$ cat config.mk
export PLATFORM = sky130hd
export DESIGN_NAME = audio_stream_ctrl
export DESIGN_NICKNAME = d
export VERILOG_FILES = /design/src/rtl/audio_pkg.sv /design/src/rtl/sample_fifo.sv /design/src/rtl/audio_stream_ctrl.sv
export SDC_FILE = /design/constraint.sdc
export NUM_CORES = 1
export LEC_CHECK = 0
export ABC_AREA = 1
export ABC_CLOCK_PERIOD_IN_PS = 4800
export CAP_MARGIN = 20
export CORE_MARGIN = 2
export CORE_UTILIZATION = 58
export CTS_CLUSTER_SIZE = 40
export DETAILED_ROUTE_END_ITERATION = 8
export GPL_ROUTABILITY_DRIVEN = 1
export GPL_TIMING_DRIVEN = 1
export PLACE_DENSITY = 0.82
export SYNTH_ARGS = -nofsm -noshare
export SYNTH_HDL_FRONTEND = slang
export SYNTH_SLANG_ARGS = --single-unit
$ cat constraint.sdc
create_clock -name clk -period 4.8 [get_ports clk]
set_input_delay 0.96 -clock clk [delete_from_list [all_inputs] [get_ports clk]]
set_output_delay 0.96 -clock clk [all_outputs]
set_load 0.02 [all_outputs]
$ cat src/rtl/audio_pkg.sv
// Shared types and constants for the audio stream controller.
//   sample_t        : one codec sample (signed, bit-exact passthrough)
//   stream_state_e  : codec handshake sequencer states
//   DROP_MAX        : saturation value of the drop counter
//   sat_inc8        : saturating 8-bit increment helper
package audio_pkg;

    localparam int SAMPLE_W = 24;

    typedef logic signed [SAMPLE_W-1:0] sample_t;

    typedef enum logic [1:0] {
        IDLE = 2'd0,
        XFER = 2'd1,
        GAP  = 2'd2
    } stream_state_e;

    localparam logic [7:0] DROP_MAX = 8'hFF;

    function automatic logic [7:0] sat_inc8(input logic [7:0] value);
        logic [7:0] result;
        if (value == DROP_MAX) begin
            result = value;
        end else begin
            result = value + 8'd1;
        end
        return result;
    endfunction

endpackage

$ cat src/rtl/sample_fifo.sv
// Synchronous first-word-fall-through FIFO feeding the wave drawer.
//   clk, reset_n : clock, async active-low reset
//   push, push_data : write request and data (accepted when not full, or
//                     when a pop frees a slot in the same cycle)
//   pop          : consume the head (ignored while empty)
//   head         : current head entry, valid whenever empty is low
//   empty, full  : occupancy flags
module sample_fifo
    import audio_pkg::*;
#(
    parameter int WIDTH = 24,
    parameter int DEPTH = 8
) (
    input  logic             clk,
    input  logic             reset_n,
    input  logic             push,
    input  logic [WIDTH-1:0] push_data,
    input  logic             pop,
    output logic [WIDTH-1:0] head,
    output logic             empty,
    output logic             full
);

    localparam int AW = $clog2(DEPTH);

    // Pointers carry one wrap bit so full and empty are distinguishable.
    logic [AW:0]      wr_ptr_q;
    logic [AW:0]      rd_ptr_q;
    logic [WIDTH-1:0] mem_q [DEPTH];
    logic             pop_ok_s;
    logic             push_ok_s;

    assign empty     = (wr_ptr_q == rd_ptr_q);
    assign full      = (wr_ptr_q[AW] != rd_ptr_q[AW]) &&
                       (wr_ptr_q[AW-1:0] == rd_ptr_q[AW-1:0]);
    assign pop_ok_s  = pop & ~empty;
    // A pop in the same cycle frees the slot the push needs.
    assign push_ok_s = push & (~full | pop_ok_s);
    assign head      = mem_q[rd_ptr_q[AW-1:0]];

    // Storage array and read/write pointers.
    always_ff @(posedge clk or negedge reset_n) begin
        if (!reset_n) begin
            wr_ptr_q <= '0;
            rd_ptr_q <= '0;
            for (int i = 0; i < DEPTH; i++) begin
                mem_q[i] <= '0;
            end
        end else begin
            if (push_ok_s) begin
                mem_q[wr_ptr_q[AW-1:0]] <= push_data;
                wr_ptr_q <= wr_ptr_q + {{AW{1'b0}}, 1'b1};
            end
            if (pop_ok_s) begin
                rd_ptr_q <= rd_ptr_q + {{AW{1'b0}}, 1'b1};
            end
        end
    end

endmodule

$ cat src/rtl/audio_stream_ctrl.sv
// Codec handshake sequencer with loopback, mute, channel select,
// decimation and a drawer-side sample FIFO.
//   clk, reset_n               : clock, async active-low reset
//   enable                     : allow new codec transfers
//   sel_right, mute            : buffered channel select, DAC mute
//   read_ready, write_ready    : codec handshake flags
//   readdata_left/right        : ADC sample pair
//   read, write                : one-cycle codec pop/push strobes
//   writedata_left/right       : DAC sample pair (loopback or zero)
//   sample_valid/data/ready    : FWFT drawer stream
//   overflow, drop_count       : sticky drop flag, saturating drop count
//   xfer_count                 : completed transfers, wrapping
module audio_stream_ctrl
    import audio_pkg::*;
#(
    parameter int WIDTH = 24,
    parameter int DEPTH = 8,
    parameter int DECIM = 4
) (
    input  logic             clk,
    input  logic             reset_n,
    input  logic             enable,
    input  logic             sel_right,
    input  logic             mute,
    input  logic             read_ready,
    input  logic             write_ready,
    input  logic [WIDTH-1:0] readdata_left,
    input  logic [WIDTH-1:0] readdata_right,
    output logic             read,
    output logic             write,
    output logic [WIDTH-1:0] writedata_left,
    output logic [WIDTH-1:0] writedata_right,
    output logic             sample_valid,
    output logic [WIDTH-1:0] sample_data,
    input  logic             sample_ready,
    output logic             overflow,
    output logic [7:0]       drop_count,
    output logic [15:0]      xfer_count
);

    localparam int CW = (DECIM > 1) ? $clog2(DECIM) : 1;
    localparam logic [CW-1:0] DCNT_LAST = CW'(DECIM - 1);

    stream_state_e    state_q, state_d;
    logic             read_q, read_d;
    logic             write_q, write_d;
    logic [WIDTH-1:0] wdl_q, wdl_d;
    logic [WIDTH-1:0] wdr_q, wdr_d;
    logic [WIDTH-1:0] cap_q, cap_d;
    logic             fwd_q, fwd_d;
    logic [CW-1:0]    dcnt_q, dcnt_d;
    logic [15:0]      xfer_q, xfer_d;
    logic             ovf_q, ovf_d;
    logic [7:0]       drop_q, drop_d;

    logic             empty_s;
    logic             full_s;
    logic             pop_s;
    logic             drop_s;

    assign pop_s  = sample_ready & ~empty_s;
    // fwd_q is high only during GAP, so it doubles as the push strobe.
    assign drop_s = fwd_q & full_s & ~pop_s;

    // Next-state, strobe, capture, decimation and counter logic.
    always_comb begin
        state_d = state_q;
        read_d  = 1'b0;
        write_d = 1'b0;
        wdl_d   = wdl_q;
        wdr_d   = wdr_q;
        cap_d   = cap_q;
        fwd_d   = 1'b0;
        dcnt_d  = dcnt_q;
        xfer_d  = xfer_q;
        ovf_d   = ovf_q;
        drop_d  = drop_q;

        case (state_q)
            IDLE: begin
                // Ready flags are only sampled here; XFER never re-checks them.
                if (enable && read_ready && write_ready) begin
                    state_d = XFER;
                    read_d  = 1'b1;
                    write_d = 1'b1;
                    cap_d   = sel_right ? readdata_right : readdata_left;
                    if (mute) begin
                        wdl_d = '0;
                        wdr_d = '0;
                    end else begin
                        wdl_d = readdata_left;
                        wdr_d = readdata_right;
                    end
                end else begin
                    state_d = IDLE;
                end
            end
            XFER: begin
                state_d = GAP;
                xfer_d  = xfer_q + 16'd1;
                if (dcnt_q == DCNT_LAST) begin
                    fwd_d  = 1'b1;
                    dcnt_d = '0;
                end else begin
                    fwd_d  = 1'b0;
                    dcnt_d = dcnt_q + CW'(1'b1);
                end
            end
            GAP: begin
                state_d = IDLE;
            end
            default: begin
                state_d = IDLE;
            end
        endcase

        if (drop_s) begin
            ovf_d  = 1'b1;
            drop_d = sat_inc8(drop_q);
        end else begin
            ovf_d  = ovf_q;
            drop_d = drop_q;
        end
    end

    // State and registered outputs.
    always_ff @(posedge clk or negedge reset_n) begin
        if (!reset_n) begin
            state_q <= IDLE;
            read_q  <= 1'b0;
            write_q <= 1'b0;
            wdl_q   <= '0;
            wdr_q   <= '0;
            cap_q   <= '0;
            fwd_q   <= 1'b0;
            dcnt_q  <= '0;
            xfer_q  <= 16'd0;
            ovf_q   <= 1'b0;
            drop_q  <= 8'd0;
        end else begin
            state_q <= state_d;
            read_q  <= read_d;
            write_q <= write_d;
            wdl_q   <= wdl_d;
            wdr_q   <= wdr_d;
            cap_q   <= cap_d;
            fwd_q   <= fwd_d;
            dcnt_q  <= dcnt_d;
            xfer_q  <= xfer_d;
            ovf_q   <= ovf_d;
            drop_q  <= drop_d;
        end
    end

    sample_fifo #(
        .WIDTH (WIDTH),
        .DEPTH (DEPTH)
    ) u_fifo (
        .clk       (clk),
        .reset_n   (reset_n),
        .push      (fwd_q),
        .push_data (cap_q),
        .pop       (pop_s),
        .head      (sample_data),
        .empty     (empty_s),
        .full      (full_s)
    );

    assign read            = read_q;
    assign write           = write_q;
    assign writedata_left  = wdl_q;
    assign writedata_right = wdr_q;
    assign sample_valid    = ~empty_s;
    assign overflow        = ovf_q;
    assign drop_count      = drop_q;
    assign xfer_count      = xfer_q;

endmodule

# Word level (Yosys, flattened, before mapping)
# Index checks and enable logic that the tools add are counted.
[totals]
out_inout_bits = 100
n_memories = 0
rom_bits = 0
word_cells = 69
ramBits = 0
in_bits = 56
latchBits = 0
reg_bits = 303
[op_classes]
n_mux = 16
n_eq_ne = 6
bitwise_logic = 12
n_lt_le_gt_ge = 3
div_mod_pow = 0
mul = 0
addsub = 5
n_reduce_logical = 7
shifts = 0
[op_table]
columns = ["operator", "n"]
rows = [
  ["bitwise mux 192 bit", 1],
  ["2-to-1 mux 24 bit", 6],
  ["binary-select mux 24 bit (select 3 bit)", 1],
  ["demux 24 bit (select 3 bit)", 1],
  ["adder 16 x 1 -> 16 bit (second input constant)", 1],
  ["adder 4 x 1 -> 4 bit (second input constant)", 2],
  ["adder 8 x 1 -> 8 bit (second input constant)", 1],
  ["== test 8 bit (second input constant)", 1],
  [">= comparator 4 bit (second input constant)", 2],
  ["inverter 3 -> 4 bit", 2],
  ["bitwise AND 1 bit", 5],
  ["2-to-1 mux 1 bit", 5],
  ["== test 4 bit", 1],
  ["logical AND 1 bit", 4],
  ["< comparator 4 x 1 -> 1 bit (second input constant)", 1],
  ["inverter 1 bit", 4],
  ["one-hot mux 2 bit (2 select lines)", 1],
  ["AND reduction 2 bit", 2],
  ["== test 3 bit", 1],
  ["adder 2 x 1 -> 2 bit (second input constant)", 1],
  ["== test 2 x 1 -> 1 bit (second input constant)", 1],
  ["== test 2 bit (second input constant)", 1],
  ["logical NOT 2 bit", 1],
  ["2-to-1 mux 2 bit", 1],
  ["other kinds (2)", 2],
]

# Depth between registers and ports, before layout
[depth]
ltp_word = 6
ltp_mapped = 11
depth_no_buf = 9

# Cells and area by module
# A second synthesis with hierarchy kept.
[hier_totals]
hier_cells = 1811
hier_area_um2 = 14731.6
[modules_own_cells]
columns = ["mod", "instances", "cells_each", "area_each_um2", "seq_area_each_um2"]
rows = [
  ["sample_fifo", 1, 1292, 10007.1, 5004.8],
  ["audio_stream_ctrl", 1, 519, 4724.5, 2577.5],
]

# Least setup slack after synthesis
# Ideal clock, no wire load.
[synth_timing]
kind = "register to output"
from = "reg u_fifo.rd_ptr_q[0]"
to = "out sample_data[14]"
n_path_buf = 3
path_slack_ns = 2.261
t_arrival_ns = 1.579
path_stages_with_launch = 9
required_time_ns = 3.840
path_cell_list = "dfrtp_1 buf_2 inv_2 clkbuf_1 clkbuf_1 nor2_1 o22ai_1 nand2_1 nand2_1"
[synth_between]
elab_chain_cells = 4
[synth_lines]
columns = ["item", "line_no", "text"]
rows = [
  ["start: declaration", "sample_fifo.sv:28", "logic [AW:0] rd_ptr_q;"],
  ["start signal: assignment", "sample_fifo.sv:55", "rd_ptr_q <= rd_ptr_q + {{AW{1'b0}}, 1'b1};"],
  ["inverter 3 -> 4 bit (implied by the code)", "sample_fifo.sv:39", "assign head = mem_q[rd_ptr_q[AW-1:0]];"],
  ["binary-select mux 24 bit (select 3 bit)", "sample_fifo.sv:39", ""],
  ["2-to-1 mux 24 bit (implied by the code) (2 in a row)", "sample_fifo.sv:39", ""],
  ["end: declaration", "audio_stream_ctrl.sv:34", "output logic [WIDTH-1:0] sample_data,"],
]
# Every way passes these cells. The select of a mux whose other input is x is not followed.

# Final worst setup path
[layout_timing]
from = "reg u_fifo.rd_ptr_q[0]"
to = "out sample_data[16]"
# The elaborated chain is that of the path after synthesis.

==> impl_metrics.env <==
export IMPL_synth_fp_nets=1839
export IMPL_hold_viol=0
export IMPL_fillers=1918
export IMPL_route_vias_total=13511
export IMPL_final_net_count=1900
export IMPL_p_leak_nw=8.486
export IMPL_avgSynthCellArea_um2=8.111
export IMPL_ios=156
export IMPL_timing_rr_end="u_fifo.mem_q[105]$_DFFE_PN0P_"
export IMPL_critPathCaptureType="output port"
export IMPL_outcome="complete, no violations"
export IMPL_yosysWarningCount=0
export IMPL_worstPathRequired_ns=3.84
export IMPL_pre_cts_ws_ns=1.412
export IMPL_dieArea_mm2=0.02614
export IMPL_cp_data_arrival_time_ns=3.09
export IMPL_p_sw_mw=3.474
export IMPL_switching_share=0.3853
export IMPL_antenna_found_initial=0
export IMPL_grt_pass1_vias=13044
export IMPL_routed_via_density=6.178
export IMPL_start_util=0.5913
export IMPL_p_total_mw=9.015
export IMPL_setup_tns_ns=0
export IMPL_hpwl_mm=23.44
export IMPL_path_class="reg -> out"
export IMPL_finClkSkew_ns=0.01628
export IMPL_dpl_instance_area_mm2=0.01612
export IMPL_grt_max_degree=146
export IMPL_hold_path_class="in -> async"
export IMPL_clockPowerShare=0.280
export IMPL_fmax_ghz=0.2470
export IMPL_rows=57
export IMPL_drive_gt1_frac=0.05743
export IMPL_path_clk_slew_ns=0.07
export IMPL_worst_slack_ns=0.7521
export IMPL_rsz0062_at_grt="false"
export IMPL_worst_pin_slew_ns=1.053
export IMPL_power_density_mw_per_mm2=524.7
export IMPL_syn_to_final_growth_pct=19.14
export IMPL_numCtsBuffers=31
export IMPL_drc_errors=0
export IMPL_drtAntennaViolNets=0
export IMPL_grt_usage=0.3270
export IMPL_worst_setup_path_start_kind="register"
export IMPL_endpoint="sample_data[16]"
export IMPL_startpoint="u_fifo.rd_ptr_q[0]$_DFFE_PN0P_"
export IMPL_clock_latency_ns=0.56
export IMPL_finalSetupViolCount=0
export IMPL_synth_area_mm2=0.01442
export IMPL_die_height_um=161.7
export IMPL_post_route_util=0.7044
export IMPL_fp_dieW_um=161.7
export IMPL_slew_headroom=0.2978
export IMPL_rrSetupSlack_ns=1.39
export IMPL_seq_area_mm2=0.007562
export IMPL_drv_slew=0
export IMPL_grt_pass1_wl_mm=68.77
export IMPL_place_gp_congestion=0.8546
export IMPL_htree_levels=1
export IMPL_peakVddDrop_v=0.0005059
export IMPL_r2r_worst_path_cells=10
export IMPL_wl_per_cell_um=19.52
export IMPL_clkSinkCount=302
export IMPL_comb_power_share=0.356
export IMPL_cts_tree="built"
export IMPL_overflow=0
export IMPL_power_frac_seq=0.364
export IMPL_worst_path_max_fanout=99
export IMPL_post_cts_buffers=0
export IMPL_finalCritPeriodShare=0.8433
export IMPL_drt_iter0_drc=1732
export IMPL_hold_buffers=0
export IMPL_fin_area_mm2=0.01718
export IMPL_portBuffers=155
export IMPL_ys_ff_latch=302
export IMPL_p_int_mw=5.542
export IMPL_synthDistinctLibCells=27
export IMPL_seq_area_frac_synth=0.5240
export IMPL_maxCapViolations=0
export IMPL_drt_pass1_iterations=8
export IMPL_mostFrequentLayoutCells="533 x nand2_1, 300 x dfrtp_1, 204 x nand4_1"
export IMPL_multi_input_area_mm2=0.005959
export IMPL_cts_buffer_depth=3
export IMPL_totalWireLength_mm=42.70
export IMPL_finalCriticalPeriod_ns=4.048
export IMPL_layout_commonest_cell="nand2_1"
export IMPL_num_antenna_cells=0
export IMPL_r2r_start="u_fifo.rd_ptr_q[0]$_DFFE_PN0P_"
export IMPL_coreArea_mm2=0.02439
export IMPL_root_buffer="clkbuf_16"
export IMPL_synth_cells=1778
export IMPL_cts_resized=0
==> worst min-delay path by stage <==
stage | end | slack (ns)
floorplan | u_fifo.mem_q[120]$_DFFE_PN0P_ | 0.44
global placement | u_fifo.mem_q[141]$_DFFE_PN0P_ | 0.45
detailed placement | u_fifo.mem_q[162]$_DFFE_PN0P_ | 0.45
finish | u_fifo.mem_q[80]$_DFFE_PN0P_ | 0.36
global route | u_fifo.mem_q[80]$_DFFE_PN0P_ | 0.43
CTS | u_fifo.mem_q[80]$_DFFE_PN0P_ | 0.41
==> power groups by stage <==
stage | Clock [mW] | Sequential [mW] | Combinational [mW]
final | 2.52 | 3.28 | 3.21
after global routing | 2.65 | 3.32 | 3.46
after CTS | 2.53 | 3.26 | 3.16
after detailed placement | 0 | 3.29 | 3.12
after global placement | 0 | 3.28 | 3.07
after floorplan | 0 | 3.23 | 1.89
==> cell usage after synthesis <==
master | number | share of area
clkinv_1 | 1 | 0.00026
nand3_2 | 2 | 0.0014
a21oi_1 | 25 | 0.0087
o21bai_1 | 1 | 0.00052
xor2_1 | 16 | 0.0097
ha_1 | 5 | 0.0043
o22ai_1 | 48 | 0.021
nor3_1 | 9 | 0.0031
buf_4 | 3 | 0.0016
inv_1 | 77 | 0.020
nand3_1 | 71 | 0.025
nand4_2 | 1 | 0.00087
nor3_2 | 1 | 0.00069
buf_1 | 34 | 0.0088
nor2_1 | 139 | 0.036
o21a_1 | 1 | 0.00052
dfrtp_1 | 302 | 0.52
xnor2_1 | 4 | 0.0024
nand3b_1 | 1 | 0.00052
clkbuf_1 | 102 | 0.027
nor2_2 | 1 | 0.00043
o21ai_0 | 146 | 0.051
buf_2 | 26 | 0.0090
inv_2 | 1 | 0.00026
mux2i_1 | 24 | 0.017
nand2_1 | 533 | 0.14
nand4_1 | 204 | 0.088
==> cell type report <==
type                       count  share of cell area
sequential                   302              0.4401
multi-input combinational   1232              0.3469
timing repair buffer         193              0.1101
clock buffer                  42             0.05105
tap                          324             0.02359
inverter                      79             0.01726
clock inverter                15             0.01100
==> per-layer routing <==
| metal | track usage | wire [um] | vias to the layer above |
|---|---|---|---|
| li1 | - | - | 6082 |
| met2 | 0.5089 | 19440 | 879 |
| met1 | 0.4539 | 16650 | 6411 |
| met3 | 0.07789 | 5132 | 139 |
| met4 | 0.1175 | 1480 | 0 |
| met5 | 0 | 0 | - |
==> per-stage QoR <==
step                      cells  hold WS (ns)
after detailed placement   2130        0.4531
final                      2187        0.3596
after global placement     2130        0.4474
after global routing       2187        0.4315
after floorplan            1778        0.4366
after CTS                  2187        0.4074
==> state kept, by name, indices dropped and copies added (netlist names), 2 cells and up <==
register         flops
u_fifo.mem_q       192
cap_q               24
writedata_left      24
writedata_right     24
xfer_count          16
drop_count           8
u_fifo.rd_ptr_q      4
u_fifo.wr_ptr_q      4
dcnt_q               2
state_q              2
==> critical path, stage by stage (launching register included) <==
cell and delay, ns:
dfrtp_2 0.36, buf_4 0.80, o21ai_0 0.25, o22ai_1 0.25, nand2_1 0.09, nand2_1 0.12, clkdlybuf4s50_1 0.62
==> logic make-up (layout without fill, tap and decap cells) <==
family / after synthesis / count (layout) / share of synthesized area
AO/OA/AOI/OAI: 221 / 221 / 0.08121
XOR/XNOR: 20 / 20 / 0.01215
adder cells (fa/ha/maj): 5 / 5 / 0.004338
buffers and inverters: 244 / 329 / 0.06654
flip-flops: 302 / 302 / 0.5240
multiplexers: 24 / 24 / 0.01666
AND/OR/NAND/NOR: 962 / 962 / 0.2951
Note: power is estimated with default switching activity, not from simulation.
